`config.mk`:
```
export PLATFORM = sky130hd
export DESIGN_NAME = rom_dump_streamer
export DESIGN_NICKNAME = d
export VERILOG_FILES = /design/src/rtl/rom_dump_streamer_pkg.sv /design/src/rtl/uart_tx_8n1.sv /design/src/rtl/rom_dump_streamer.sv
export SDC_FILE = /design/constraint.sdc
export NUM_CORES = 1
export LEC_CHECK = 0
export ABC_AREA = 1
export CAP_MARGIN = 20
export CELL_PAD_IN_SITES_DETAIL_PLACEMENT = 0
export CELL_PAD_IN_SITES_GLOBAL_PLACEMENT = 2
export CORE_ASPECT_RATIO = 1.75
export CORE_MARGIN = 3
export CORE_UTILIZATION = 32
export DETAILED_ROUTE_END_ITERATION = 7
export GPL_TIMING_DRIVEN = 0
export PLACE_DENSITY_LB_ADDON = 0.1
export SLEW_MARGIN = 20
export SYNTH_ARGS = -nofsm -noshare
export SYNTH_HDL_FRONTEND = slang
export SYNTH_SLANG_ARGS = --single-unit
```
`constraint.sdc`:
```
create_clock -name clk -period 2.6 [get_ports clk]
set_input_delay 0.52 -clock clk [delete_from_list [all_inputs] [get_ports clk]]
set_output_delay 0.52 -clock clk [all_outputs]
set_load 0.03 [all_outputs]
```
`src/rtl/rom_dump_streamer_pkg.sv`:
```
// Shared definitions for the ROM dump streamer: FSM state encoding, chip geometry
// and the baud divisor helper used by the UART.
package rom_dump_streamer_pkg;

    typedef enum logic [2:0] {
        ST_IDLE    = 3'd0,
        ST_SETTLE  = 3'd1,
        ST_SAMPLE  = 3'd2,
        ST_SEND    = 3'd3,
        ST_WAIT_TX = 3'd4,
        ST_DRAIN   = 3'd5,
        ST_DONE    = 3'd6
    } state_e;

    typedef enum logic {
        CHIP_IP3601 = 1'b0,
        CHIP_IP3604 = 1'b1
    } chip_e;

    localparam int IP3601_ADDRESS_WIDTH = 8;
    localparam int IP3601_DATA_WIDTH    = 4;
    localparam int IP3604_ADDRESS_WIDTH = 9;
    localparam int IP3604_DATA_WIDTH    = 8;

    // Cycles per UART bit, rounded down.
    function automatic int baud_div(input int clk_freq, input int baud);
        return clk_freq / baud;
    endfunction

    function automatic int chip_address_width(input chip_e chip);
        return (chip == CHIP_IP3604) ? IP3604_ADDRESS_WIDTH : IP3601_ADDRESS_WIDTH;
    endfunction

endpackage

```
`src/rtl/uart_tx_8n1.sv`:
```
// 8N1 UART transmitter, LSB first. Accepts a byte only while idle; tx_busy rises the
// cycle after tx_start and falls at the end of the stop bit.
module uart_tx_8n1
    import rom_dump_streamer_pkg::*;
#(
    parameter int CLK_FREQ = 50_000_000,
    parameter int BAUD     = 115200
) (
    input  logic       clk,
    input  logic       reset,
    input  logic       tx_start,
    input  logic [7:0] tx_data,
    output logic       tx_busy,
    output logic       tx
);

    localparam int BAUD_DIV = baud_div(CLK_FREQ, BAUD);
    localparam int CW       = (BAUD_DIV > 1) ? $clog2(BAUD_DIV) : 1;

    logic [CW-1:0] baud_cnt_q;
    logic [3:0]    bit_cnt_q;
    logic [9:0]    frame_q;
    logic          busy_q;
    logic          tx_q;

    always_ff @(posedge clk) begin
        if (reset) begin
            baud_cnt_q <= '0;
            bit_cnt_q  <= '0;
            frame_q    <= '1;
            busy_q     <= 1'b0;
            tx_q       <= 1'b1;
        end else if (!busy_q) begin
            if (tx_start) begin
                // Frame is {stop, data, start}; bit 0 goes on the line immediately.
                frame_q    <= {1'b1, tx_data, 1'b0};
                tx_q       <= 1'b0;
                busy_q     <= 1'b1;
                baud_cnt_q <= '0;
                bit_cnt_q  <= '0;
            end
        end else if (baud_cnt_q == CW'(BAUD_DIV - 1)) begin
            baud_cnt_q <= '0;
            if (bit_cnt_q == 4'd9) begin
                busy_q <= 1'b0;
                tx_q   <= 1'b1;
            end else begin
                bit_cnt_q <= bit_cnt_q + 4'd1;
                frame_q   <= {1'b1, frame_q[9:1]};
                tx_q      <= frame_q[1];
            end
        end else begin
            baud_cnt_q <= baud_cnt_q + CW'(1);
        end
    end

    assign tx_busy = busy_q;
    assign tx      = tx_q;

endmodule

```
`src/rtl/rom_dump_streamer.sv`:
```
// Sweeps every ROM address, samples each word after a settle delay and streams it
// as one raw byte over the UART, in address order.
module rom_dump_streamer
    import rom_dump_streamer_pkg::*;
#(
    parameter int CLK_FREQ      = 50_000_000,
    parameter int BAUD          = 115200,
    parameter int ADDRESS_WIDTH = 9,
    parameter int DATA_WIDTH    = 8,
    parameter int SETTLE_CYCLES = 16
) (
    input  logic                     clk,
    input  logic                     reset,
    input  logic                     start,
    input  logic                     abort,
    input  logic [DATA_WIDTH-1:0]    chip_data_port,
    output logic [ADDRESS_WIDTH-1:0] address_line,
    output logic                     chip_enable,
    output logic                     uart_tx,
    output logic                     busy,
    output logic                     done
);

    localparam int SW = (SETTLE_CYCLES > 1) ? $clog2(SETTLE_CYCLES) : 1;
    localparam logic [ADDRESS_WIDTH-1:0] LAST_ADDR = '1;

    state_e                   state_q;
    logic                     start_q;
    logic [SW-1:0]            settle_q;
    logic [ADDRESS_WIDTH-1:0] addr_q;
    logic                     ce_q;
    logic                     busy_q;
    logic                     done_q;
    logic                     tx_start_q;
    logic [7:0]               byte_q;
    logic [7:0]               sample_d;
    logic                     tx_busy;
    logic                     start_rise;

    always_comb begin
        sample_d                 = '0;
        sample_d[DATA_WIDTH-1:0] = chip_data_port;
    end

    assign start_rise = start & ~start_q;

    // Tracks start even through reset so a request held across reset is not a new edge.
    always_ff @(posedge clk) begin
        start_q <= start;
    end

    always_ff @(posedge clk) begin
        if (reset) begin
            state_q    <= ST_IDLE;
            settle_q   <= '0;
            addr_q     <= '0;
            ce_q       <= 1'b0;
            busy_q     <= 1'b0;
            done_q     <= 1'b0;
            tx_start_q <= 1'b0;
            byte_q     <= '0;
        end else begin
            done_q     <= 1'b0;
            tx_start_q <= 1'b0;
            if (abort && state_q != ST_IDLE) begin
                state_q <= ST_IDLE;
                addr_q  <= '0;
                ce_q    <= 1'b0;
                busy_q  <= 1'b0;
            end else begin
                case (state_q)
                    ST_IDLE: begin
                        if (start_rise) begin
                            state_q  <= ST_SETTLE;
                            addr_q   <= '0;
                            settle_q <= '0;
                            ce_q     <= 1'b1;
                            busy_q   <= 1'b1;
                        end
                    end
                    ST_SETTLE: begin
                        if (settle_q == SW'(SETTLE_CYCLES - 1)) begin
                            state_q <= ST_SAMPLE;
                        end else begin
                            settle_q <= settle_q + SW'(1);
                        end
                    end
                    ST_SAMPLE: begin
                        byte_q  <= sample_d;
                        state_q <= ST_SEND;
                    end
                    ST_SEND: begin
                        if (!tx_busy) begin
                            tx_start_q <= 1'b1;
                            state_q    <= ST_WAIT_TX;
                        end
                    end
                    ST_WAIT_TX: begin
                        // Once the byte is taken, the next address settles during its frame.
                        if (tx_busy) begin
                            if (addr_q == LAST_ADDR) begin
                                state_q <= ST_DRAIN;
                            end else begin
                                addr_q   <= addr_q + ADDRESS_WIDTH'(1);
                                settle_q <= '0;
                                state_q  <= ST_SETTLE;
                            end
                        end
                    end
                    ST_DRAIN: begin
                        if (!tx_busy) begin
                            state_q <= ST_DONE;
                            done_q  <= 1'b1;
                            busy_q  <= 1'b0;
                            ce_q    <= 1'b0;
                            addr_q  <= '0;
                        end
                    end
                    ST_DONE: begin
                        state_q <= ST_IDLE;
                    end
                    default: begin
                        state_q <= ST_IDLE;
                    end
                endcase
            end
        end
    end

    uart_tx_8n1 #(
        .CLK_FREQ (CLK_FREQ),
        .BAUD     (BAUD)
    ) u_uart (
        .clk      (clk),
        .reset    (reset),
        .tx_start (tx_start_q),
        .tx_data  (byte_q),
        .tx_busy  (tx_busy),
        .tx       (uart_tx)
    );

    assign address_line = addr_q;
    assign chip_enable  = ce_q;
    assign busy         = busy_q;
    assign done         = done_q;

endmodule

```
==> summary.md, run 1 <==
| Metric | Value |
|---|---|
| Slowest library cell on the worst path | dfxtp_1 |
| Number of distinct library cells after synthesis | 32 |
| Syn-to-layout area delta | 19.07% |
| Antenna viol nets, final | 0 |
| Dominant synthesized flop cell | dfxtp_1 |
| CTS Hold Bufs | 0 |
| Sw power | 0.4592 mW |
| Outcome | completed |
| ANT cells | 0 |
| Slew Viols, Final | 0 |
| Required time worst endpoint | 2.78 ns |
| Number of warnings issued by yosys | 0 |
| Highest ir drop seen on vdd | 350.0 uV |
| Worst-margin pin slew | 0.5875 ns |
| Post-cts gate resize count | 0 |
| Drc violations | 0 |
| Number of violations reported at the end of detailed-routing iteration 0 | 91 |
| Most frequent cells in the layout | 104 x nand2_1, 51 x dfxtp_1, 37 x inv_1, 37 x nor2_1, 32 x nand3_1 |
| Floorplan die area | 9214 um2 |
| Cell row count | 42 |
| Worst skew pair latency | 0.29 ns |
| CP cell instances | ha_1 -> nand2_1 -> nor3_1 -> and3_1 -> ha_1 -> nand3_1 -> nand2_2 -> nor2_4 -> buf_6 -> o21ai_0 -> nor2_1 |
| Number of primary I/O pins | 25 |
| CTS tree | built |
| Total number of clock tree sinks | 51 |
| Max Clock Freq | 460.0 MHz |
| Vias in the first global route | 2354 |
| Maximum level of the CTS H-tree | 2 |
| Flip-flop and latch count after synthesis | 51 |
| Routability Congestion | 0.7579 |
| Post-synthesis sequential area ratio | 0.3959 |
| Area of the core region | 7725 um2 |
| Routed Wire Length | 6.259 mm |
| Post-layout min period | 2.174 ns |
| Worst setup path start | address_line[0] |
| Die W | 73.86 um |
| NumNets Final | 424 |
| Slowest stage delay, CP | 0.40 ns |
| Data arrival time at the worst-slack endpoint | 2.36 ns |
| Antenna violations before repair | 0 |
| End of the worst register-to-register path | address_line[1] |
| Aggregate negative setup slack | 0 ns |
| Largest net degree at the start of global routing | 16 |
| Clock tree root driver cell | clkbuf_16 |
| Max-Slew Margin vs Limit | 0.6083 |
| Clock group share of total power | 0.384 |
| Async set-reset flop share out of synthesis | 0 |
| Fraction of final layout cells with drive strength greater than 1 | 0.07882 |
| Total global-route track usage | 0.1482 |
| Final setup vio count | 0 |
| Number of flops mapped to enable cells by yosys | 0 |
| Part of the total power dissipated in combinational logic | 0.137 |
| Maximum clock skew at final layout | 0.006167 ns |
| Fill cell count | 850 |
| Avg Vias per Cell | 4.767 |
| Sequential power share | 0.478 |
| Leakage dissipation | 1.245 nW |
| Crit Path Category | reg -> reg |
| Crit-path most repeated cell | ha_1 |
| Switching part of the total | 0.2693 |
| Cell type with the largest total area after synthesis | dfxtp_1 |
| Top-area cell type share of the netlist area | 0.3959 |
| Vias after detailed routing | 2355 |
| End point of the critical path | address_line[1] |
| Worst min path class | reg -> reg |
| HPWL after detailed placement | 4.782 mm |
| Startpoint Class | register |
| Gate count after technology mapping | 374 |
| Most common library cell in the layout ignoring fill and taps | nand2_1 |
| Maximum net fanout on the critical path | 10 |
| Cts bufs inserted | 5 |
| Post CTS Setup Buffer Count | 0 |
| Routed len/inst | 12.67 um |
| Final period utilization | 0.8361 |
| Buffers from clock root to sink, at most | 2 |
| Total nets after synthesis | 393 |
| Critical Path Stages | 11 |
| Number of cells traversed by the worst register-to-register path | 11 |
| RSZ-0062 raised after global routing | false |
| Cell area after technology mapping | 2579 um2 |
| Count of TritonRoute iterations in the first routing pass | 5 |
| Final Power | 1.705 mW |
| Cell family with most CP delay | simple AND/OR/NAND/NOR gates |
| Crit Reg-Reg Startpoint | address_line[0] |
| Clock-pin transition on the worst setup and hold timing paths | 0.07 ns |
| Height of the die | 124.8 um |
| Initial cell density of the core | 0.3338 |
| Final hold vios | 0 |
| Pwr per Cell Area | 555.3 nW/um2 |
| Maximum Capacitance Violations | 0 |
| Internal power of the cells | 1.246 mW |
| Worst reg-to-reg setup slack | 0.43 ns |
| Number of input and output port buffers inserted | 24 |
| Buffers and inverters on the worst path | 1 |
| Crit path capture type | register |
| Total gr overflow | 0 |
| Mapped Avg Cell Area | 6.895 um2 |
| Cell types with the largest area share after synthesis | dfxtp_1 40%, nand2_1 15%, nand3_1 6.2%, a21oi_1 5.4%, inv_1 5.4% |
| Wire length of the first global-routing pass | 10.74 mm |
## cell type report
type                       count  area [um2]  share of cell area
multi-input combinational    272        1331              0.4336
timing repair buffer          24       240.2             0.07824
clock inverter                 2       12.51            0.004075
tap                           88       110.1             0.03586
buffer                        11       76.32             0.02486
clock buffer                   6       128.9             0.04197
sequential                    51        1021              0.3325
inverter                      40       150.1             0.04890
## synthesized netlist by cell type, types with 2 or more instances
library cell,instances
nor2_4,5
xnor2_1,2
ha_1,7
o21bai_1,2
nor3_1,6
clkbuf_1,4
nand2_1,104
nand2_2,5
buf_6,3
nand4_1,7
o21ai_0,24
nor2_1,37
dfxtp_1,51
nand3_1,32
inv_2,3
inv_1,37
a21oi_1,28
buf_4,3
## worst register-to-register path, delay by kind of cell (launching register included)
kind	cells	cell delay (ns)
buffers and inverters	1	0.15
AOI/OAI and AO/OA	1	0.14
adders and majority gates	2	0.37
DFF	1	0.40
and+or+nand+nor	7	1.01
## per-layer routing
layer,wire [um],GRT usage,vias to the layer above
li1,-,-,1270
met1,2665,0.1659,1039
met2,3295,0.2620,38
met3,194,0.03231,8
met4,103,0.05656,0
met5,0,0,-
## power groups by stage
stage / clock network, mW / registers (mW) / logic, mW
after detailed placement: 0 / 0.834 / 0.239
after global routing: 0.719 / 0.819 / 0.265
after floorplan: 0 / 0.846 / 0.146
final: 0.655 / 0.815 / 0.234
after CTS: 0.686 / 0.816 / 0.240
after global placement: 0 / 0.834 / 0.239
## cell families after synthesis
logic type / after synthesis / synth area share
compound gates: 60 / 0.1237
simple gates: 202 / 0.3484
buf+inv: 51 / 0.08781
fa+ha+maj: 7 / 0.03396
flops: 51 / 0.3959
xor+xnor: 3 / 0.01019
## per-stage QoR
step / util / area [um2] / worst slack [ns] / std cells / hold WS, ns
CTS: 0.3975 / 3070 / 0.3793 / 494 / 0.4652
global route: 0.3975 / 3070 / 0.1304 / 494 / 0.4883
global placement: 0.3792 / 2929 / 0.4162 / 486 / 0.4519
detailed placement: 0.3792 / 2929 / 0.3982 / 486 / 0.4548
finish: 0.3975 / 3070 / 0.4261 / 494 / 0.4614
floorplan: - / 2579 / 0.4597 / 374 / 0.4246
## registers in the layout, indices dropped and copies added (netlist names)
register / cells
address_line: 9
u_uart.baud_cnt_q: 9
byte_q: 8
u_uart.frame_q: 8
settle_q: 4
u_uart.bit_cnt_q: 4
state_q: 3
busy: 1
done: 1
start_q: 1
tx_start_q: 1
u_uart.tx: 1
u_uart.tx_busy: 1
## worst min path at each step
stage | from | to | depth (start not counted)
2_1_floorplan | byte_q[0] | byte_q[0] | 2
3_3_place_gp | byte_q[2] | byte_q[2] | 2
3_5_place_dp | byte_q[2] | byte_q[2] | 2
4_1_cts | byte_q[2] | byte_q[2] | 2
5_1_grt | byte_q[2] | byte_q[2] | 2
6_report | byte_q[1] | byte_q[1] | 2
No activity file was read; power rests on OpenSTA's default activity.
==> inputs of run 2 (changes only) <==
--- a/config.mk
+++ b/config.mk
@@ -11,7 +11,7 @@
 export CELL_PAD_IN_SITES_GLOBAL_PLACEMENT = 2
 export CORE_ASPECT_RATIO = 1.75
 export CORE_MARGIN = 3
-export CORE_UTILIZATION = 32
+export CORE_UTILIZATION = 29
 export DETAILED_ROUTE_END_ITERATION = 7
 export GPL_TIMING_DRIVEN = 0
 export PLACE_DENSITY_LB_ADDON = 0.1
==> constraint.sdc (replaced) <==
create_clock -name clk -period 1.97 [get_ports clk]
set_input_delay 0.394 -clock clk [delete_from_list [all_inputs] [get_ports clk]]
set_output_delay 0.394 -clock clk [all_outputs]
set_load 0.03 [all_outputs]
==> summary.md, run 2 (synthesis results as in run 1) <==
| Metric | Value |
|---|---|
| Non-filler cells, final | 523 (+5.9%) |
| Worst Setup Slack post-DPL | -0.1059 ns (-0.5041 ns) |
| Worst-margin pin slew | 0.5462 ns (-0.04132 ns) |
| Worst reg-to-reg setup slack | 0.14 ns (-0.29 ns) |
| Drc violations | 0 (unchanged) |
| Antenna viol nets, final | 0 (unchanged) |
| Final period utilization | 0.9299 |
| Internal power of the cells | 1.781 mW (+43%) |
| Fraction of final layout cells with drive strength greater than 1 | 0.1127 (+0.03393) |
| Slowest library cell on the worst path | clkdlybuf4s50_1 |
| Startpoint Class | register |
| Clock tree root driver cell | clkbuf_16 |
| Antenna violations before repair | 0 (unchanged) |
| Clock group share of total power | 0.411 (+0.027) |
| Final setup vio count | 0 (unchanged) |
| Switching part of the total | 0.2549 (-0.01437) |
| Wire length of the first global-routing pass | 11.64 mm (+8.3%) |
| Slowest stage delay, CP | 0.71 ns (+0.31 ns) |
| Sequential Area | 1030 um2 (+0.86%) |
| Number of primary I/O pins | 25 (unchanged) |
| Total number of clock tree sinks | 51 (unchanged) |
| Data arrival time at the worst-slack endpoint | 1.44 ns (-0.92 ns) |
| Leakage dissipation | 1.306 nW (+5.0%) |
| Maximum Capacitance Violations | 0 (unchanged) |
| Floorplan die area | 10100 um2 (+9.7%) |
| Total global-route track usage | 0.1443 (-0.003876) |
| Count of TritonRoute iterations in the first routing pass | 4 (-1) |
| Largest net degree at the start of global routing | 16 (unchanged) |
| Initial cell density of the core | 0.3042 (-0.02966) |
| Sw power | 0.6093 mW (+33%) |
| Vias after detailed routing | 2412 (+2.4%) |
| Number of violations reported at the end of detailed-routing iteration 0 | 138 (+52%) |
| Worst hold slack across all endpoints | 0.4602 ns (-0.001213 ns) |
| Required time worst endpoint | 1.58 ns (-1.20 ns) |
| Total gr overflow | 0 (unchanged) |
| Number of input and output port buffers inserted | 24 (unchanged) |
| Placed instance count | 513 (+5.6%) |
| CP cell instances | clkdlybuf4s50_1 |
| Area of the core region | 8478 um2 (+9.8%) |
| Maximum clock skew at final layout | 0.003098 ns (-0.003069 ns) |
| Clock-pin transition on the worst setup and hold timing paths | 0.07 ns (about the same) |
| HPWL after detailed placement | 4.908 mm (+2.6%) |
| NumNets Final | 427 (+0.71%) |
| Cell family with most CP delay | buffers and inverters |
| Slew Viols, Final | 0 (unchanged) |
| Maximum level of the CTS H-tree | 2 (unchanged) |
| Final Power | 2.390 mW (+40%) |
| Sequential power share | 0.452 (-0.026) |
| Max Clock Freq | 545.9 MHz |
| Part of the total power dissipated in combinational logic | 0.138 (about the same) |
| ANT cells | 0 (unchanged) |
| Vias in the first global route | 2510 (+6.6%) |
| Avg Vias per Cell | 4.612 (-3.3%) |
| Crit Path Category | reg -> out |
| Combined area of the multi-input logic cells | 1394 um2 (+4.7%) |
| Height of the die | 130.7 um (+4.8%) |
| Most common library cell in the layout ignoring fill and taps | nand2_1 |
| CTS tree | built |
| Buffers and inverters on the worst path | 1 (unchanged) |
| Cell row count | 44 (+4.8%) |
| Post-layout min period | 1.832 ns |
| Routed Wire Length | 6.483 mm (+3.6%) |
| Outcome | completed |
| Syn-to-layout area delta | 25.18% |
| Worst min path class | reg -> reg |
| Highest ir drop seen on vdd | 326.3 uV (-6.8%) |
| Fill cell count | 974 (+15%) |
| Cts bufs inserted | 5 (unchanged) |
| Routability Congestion | 0.7668 (+1.2%) |
| RSZ-0062 raised after global routing | false |
| Final setup margin | 0.1380 ns (-0.2881 ns) |
| Die W | 77.28 um (+4.6%) |
| Most frequent cells in the layout | 103 x nand2_1, 48 x dfxtp_1, 37 x inv_1, 37 x nor2_1, 31 x nand3_1 |
| Maximum net fanout on the critical path | 5 (-5) |
| Crit path capture type | output pin |
| Final hold vios | 0 (unchanged) |
| Pwr per Cell Area | 740.4 nW/um2 (+33%) |
| Buffers from clock root to sink, at most | 2 (unchanged) |
| Worst skew pair latency | 0.29 ns (about the same) |
| Routed len/inst | 12.40 um (-2.2%) |
| Max-Slew Margin vs Limit | 0.6359 (+0.02755) |
[run 2: final timing paths]
kind,from,depth (start not counted),to
worst max-delay path,address_line[2],1,address_line[2]
worst max register to register,address_line[1],11,address_line[2]
worst min-delay path,byte_q[1],2,byte_q[1]
worst min register to register,byte_q[1],2,byte_q[1]
[run 2: layout make-up]
type / instances / area share
Multi-Input combinational cell: 272 / 0.4318
Sequential cell: 51 / 0.3190
Timing Repair Buffer: 28 / 0.08760
Inverter: 40 / 0.04651
Tap cell: 115 / 0.04457
Clock buffer: 5 / 0.03876
Buffer: 10 / 0.02016
Clock inverter: 2 / 0.01163
[run 2: through the flow]
stage          utilization  TNS [ns]  instance area (um2)
6_report            0.3808         0                 3228
3_3_place_gp        0.3504   -0.7129                 2970
4_1_cts             0.3754         0                 3183
3_5_place_dp        0.3504   -0.5791                 2970
5_1_grt             0.3808         0                 3228
2_1_floorplan            -         0                 2586
[run 2: power by group through the flow]
stage / Clock, mW / Sequential [mW] / Combinational, mW
floorplan: 0 / 1.12 / 0.193
global placement: 0 / 1.10 / 0.317
detailed placement: 0 / 1.10 / 0.316
CTS: 1.02 / 1.08 / 0.326
global route: 1.06 / 1.08 / 0.367
finish: 0.981 / 1.08 / 0.329
[run 2: per-layer routing]
layer / up-vias / wire (um) / global-route usage
met5: - / 0 / 0
met4: 0 / 92 / 0.04717
met3: 6 / 173 / 0.02469
met2: 29 / 3516 / 0.2843
met1: 1101 / 2700 / 0.1533
li1: 1276 / - / -
[run 2: timing repair]
| action | CTS | global route |
|---|---|---|
| gates resized for setup | 9 | 8 |
| hold endpoints to repair | 0 | 0 |
| hold buffers | 0 | 0 |
| setup buffers | 2 | 2 |
| pin swaps | 3 | 6 |
| endpoints found under the setup margin | 10 | 13 |
==> inputs of run 3 (changes only) <==
--- a/config.mk
+++ b/config.mk
@@ -11,7 +11,7 @@
 export CELL_PAD_IN_SITES_GLOBAL_PLACEMENT = 2
 export CORE_ASPECT_RATIO = 1.75
 export CORE_MARGIN = 3
-export CORE_UTILIZATION = 29
+export CORE_UTILIZATION = 25
 export DETAILED_ROUTE_END_ITERATION = 7
 export GPL_TIMING_DRIVEN = 0
 export PLACE_DENSITY_LB_ADDON = 0.1
@@ -19,3 +19,4 @@
 export SYNTH_ARGS = -nofsm -noshare
 export SYNTH_HDL_FRONTEND = slang
 export SYNTH_SLANG_ARGS = --single-unit
+export TNS_END_PERCENT = 20
==> constraint.sdc (replaced) <==
create_clock -name clk -period 1.6 [get_ports clk]
set_input_delay 0.32 -clock clk [delete_from_list [all_inputs] [get_ports clk]]
set_output_delay 0.32 -clock clk [all_outputs]
set_load 0.03 [all_outputs]
==> summary.md, run 3 (synthesis results as in run 1) <==
| Metric | Value |
|---|---|
| Outcome | complete, but fails checks |
| Violations in the final reports | negative setup slack |
| Clock-pin transition on the worst setup and hold timing paths | 0.07 ns (about the same) |
| Number of input and output port buffers inserted | 24 (unchanged) |
| Clock tree root driver cell | clkbuf_16 |
| Count of TritonRoute iterations in the first routing pass | 4 (unchanged) |
| Most frequent cells in the layout | 93 x nand2_1, 42 x dfxtp_1, 37 x inv_1 |
| Final hold vios | 0 (unchanged) |
| Required time worst endpoint | 1.79 ns (+0.21 ns) |
| Leakage dissipation | 1.426 nW (+9.1%) |
| Total number of clock tree sinks | 51 (unchanged) |
| Height of the die | 140.4 um (+7.4%) |
| Max-Slew Margin vs Limit | 0.5900 (-0.04582) |
| Final setup margin | -0.1016 ns (-0.2397 ns) |
| Aggregate negative setup slack | -1.048 ns (-1.048 ns) |
| Max Clock Freq | 587.7 MHz |
| Number of primary I/O pins | 25 (unchanged) |
| Routed Wire Length | 7.178 mm (+11%) |
| NumNets Final | 439 (+2.8%) |
| Count of cells along the worst hold path | 2 (unchanged) |
| Slew Viols, Final | 0 (unchanged) |
| Crit Reg-Reg Startpoint | address_line[1] |
| Cts bufs inserted | 5 (unchanged) |
| Slowest library cell on the worst path | dfxtp_4 |
| Routability Congestion | 0.7943 (+3.6%) |
| Part of the total power dissipated in combinational logic | 0.157 (+0.019) |
| Wire length of the first global-routing pass | 11.71 mm (+0.59%) |
| Number of cells traversed by the worst register-to-register path | 12 (+1) |
| Total global-route track usage | 0.1324 (-0.01188) |
| Worst setup path start | address_line[1] |
| Area of the core region | 9970 um2 (+18%) |
| Sequential power share | 0.459 (+0.007) |
| Total gr overflow | 0 (unchanged) |
| Buffers from clock root to sink, at most | 2 (unchanged) |
| Fill cell count | 1148 (+18%) |
| Post-layout min period | 1.702 ns |
| Floorplan die area | 11620 um2 (+15%) |
| Antenna viol nets, final | 0 (unchanged) |
| Initial cell density of the core | 0.2587 (-0.04550) |
| Worst skew pair latency | 0.30 ns (about the same) |
| CTS tree | built |
| Post-Layout Inst Area | 3388 um2 (+5.0%) |
| Drc violations | 0 (unchanged) |
| ANT cells | 0 (unchanged) |
| Startpoint Class | register |
| RSZ-0062 raised after global routing | true |
| Min-delay src | byte_q[1] |
| HPWL after detailed placement | 5.234 mm (+6.6%) |
| Sw power | 0.8329 mW (+37%) |
| Data arrival time at the worst-slack endpoint | 1.89 ns (+0.45 ns) |
| Worst reg-to-reg setup slack | -0.10 ns (-0.24 ns) |
| Cell row count | 48 (+9.1%) |
| Worst Setup Slack post-DPL | -0.3718 ns (-0.2659 ns) |
| End of the worst register-to-register path | address_line[8] |
| Fraction of final layout cells with drive strength greater than 1 | 0.2067 (+0.09391) |
| Crit path capture type | register |
| Number of violations reported at the end of detailed-routing iteration 0 | 63 (-54%) |
| Post-DP Area | 3013 um2 (+1.4%) |
| Placed instance count | 523 (+1.9%) |
| Maximum level of the CTS H-tree | 2 (unchanged) |
| Sequential Area | 1037 um2 (+0.73%) |
| End point of the critical path | address_line[8] |
| Vias after detailed routing | 2457 (+1.9%) |
| Avg Vias per Cell | 4.500 (-2.4%) |
| Syn-to-layout area delta | 31.39% |
| Maximum clock skew at final layout | 0.008172 ns (+0.005073 ns) |
| Internal power of the cells | 2.056 mW (+15%) |
| Final setup vio count | 14 (+14) |
| Worst min path class | reg -> reg |
| Maximum net fanout on the critical path | 4 (-1) |
| Crit Path Category | reg -> reg |
| Final period utilization | 1.064 |
| Most common library cell in the layout ignoring fill and taps | nand2_1 |
| Combined area of the multi-input logic cells | 1476 um2 (+5.9%) |
| Vias in the first global route | 2367 (-5.7%) |
| Non-filler cells, final | 546 (+4.4%) |
| Antenna violations before repair | 0 (unchanged) |
| Pwr per Cell Area | 852.7 nW/um2 (+15%) |
| Switching part of the total | 0.2883 (+0.03335) |
| CP cell instances | ha_4 -> nand2_4 -> nor3_4 -> and3_4 -> ha_4 -> nand3_4 -> nand2_4 -> nor2_4 -> buf_4 -> nand2_1 -> o21ai_2 -> nor2_1 |
| Worst-margin pin slew | 0.6149 ns (+0.06873 ns) |
| Routed len/inst | 13.15 um (+6.1%) |
| Maximum Capacitance Violations | 0 (unchanged) |
| Largest net degree at the start of global routing | 17 (+1) |
| Die W | 82.78 um (+7.1%) |
| End-of-flow core utilization | 0.3399 (-0.04090) |
| Highest ir drop seen on vdd | 373.6 uV (+15%) |
| Slowest stage delay, CP | 0.36 ns (-0.35 ns) |
| CTS Hold Bufs | 0 (unchanged) |
| Clock group share of total power | 0.383 (-0.028) |
[run 3: cell count changes in the layout (fill, tap and decap cells not counted), sizes merged]
cell and change:
bufinv -1, clkinvlp +1, dlygate4sd2 +13, clkinv +1, buf +12, clkdlybuf4s50 -13
[run 3: critical path: cells and delay by family (launching register included)]
family	cells	cell delay, ns
flip-flops	1	0.36
AO/OA/AOI/OAI	1	0.05
buffers and inverters	1	0.15
adder cells (fa/ha/maj)	2	0.32
AND/OR/NAND/NOR	8	0.69
[run 3: how the worst min path moves through the flow]
stage,endpoint,slack [ns]
2_1_floorplan,start_q,0.35
3_3_place_gp,byte_q[1],0.45
3_5_place_dp,byte_q[1],0.45
4_1_cts,byte_q[1],0.46
5_1_grt,byte_q[1],0.48
6_report,byte_q[1],0.46
[run 3: timing repair]
action	CTS	global route
gates resized for setup	34	21
gates cloned	1	0
setup endpoints to repair	39	41
pin swaps	8	8
setup buffers	12	2
[run 3: final cells by class]
cell class,instances,share of cell area
well taps,125,0.04616
plain buffers,11,0.02437
clock inverters,3,0.005908
repair buffers,39,0.1004
inverters,40,0.04431
clock buffers,5,0.03693
multi-input cells,272,0.4357
flip-flops and latches,51,0.3061
[run 3: routing by layer]
layer,up-vias,global-route usage,part of all wire
met3,6,0.02703,0.021
met1,1124,0.1509,0.43
met4,0,0.04393,0.016
met2,26,0.2373,0.54
met5,-,0,0
li1,1301,-,-
[run 3: power by group through the flow]
stage | Combinational, mW | Sequential (mW) | Clock (mW)
global route | 0.508 | 1.33 | 1.21
global placement | 0.403 | 1.36 | 0
detailed placement | 0.403 | 1.36 | 0
floorplan | 0.246 | 1.38 | 0
CTS | 0.450 | 1.33 | 1.16
finish | 0.455 | 1.33 | 1.11
[run 3: per-stage QoR]
step | total power, mW | hold WS [ns]
after floorplan | 1.625 | 0.3477
after global placement | 1.764 | 0.4457
after detailed placement | 1.762 | 0.4509
after CTS | 2.937 | 0.4618
after global routing | 3.049 | 0.4789
final | 2.889 | 0.4560
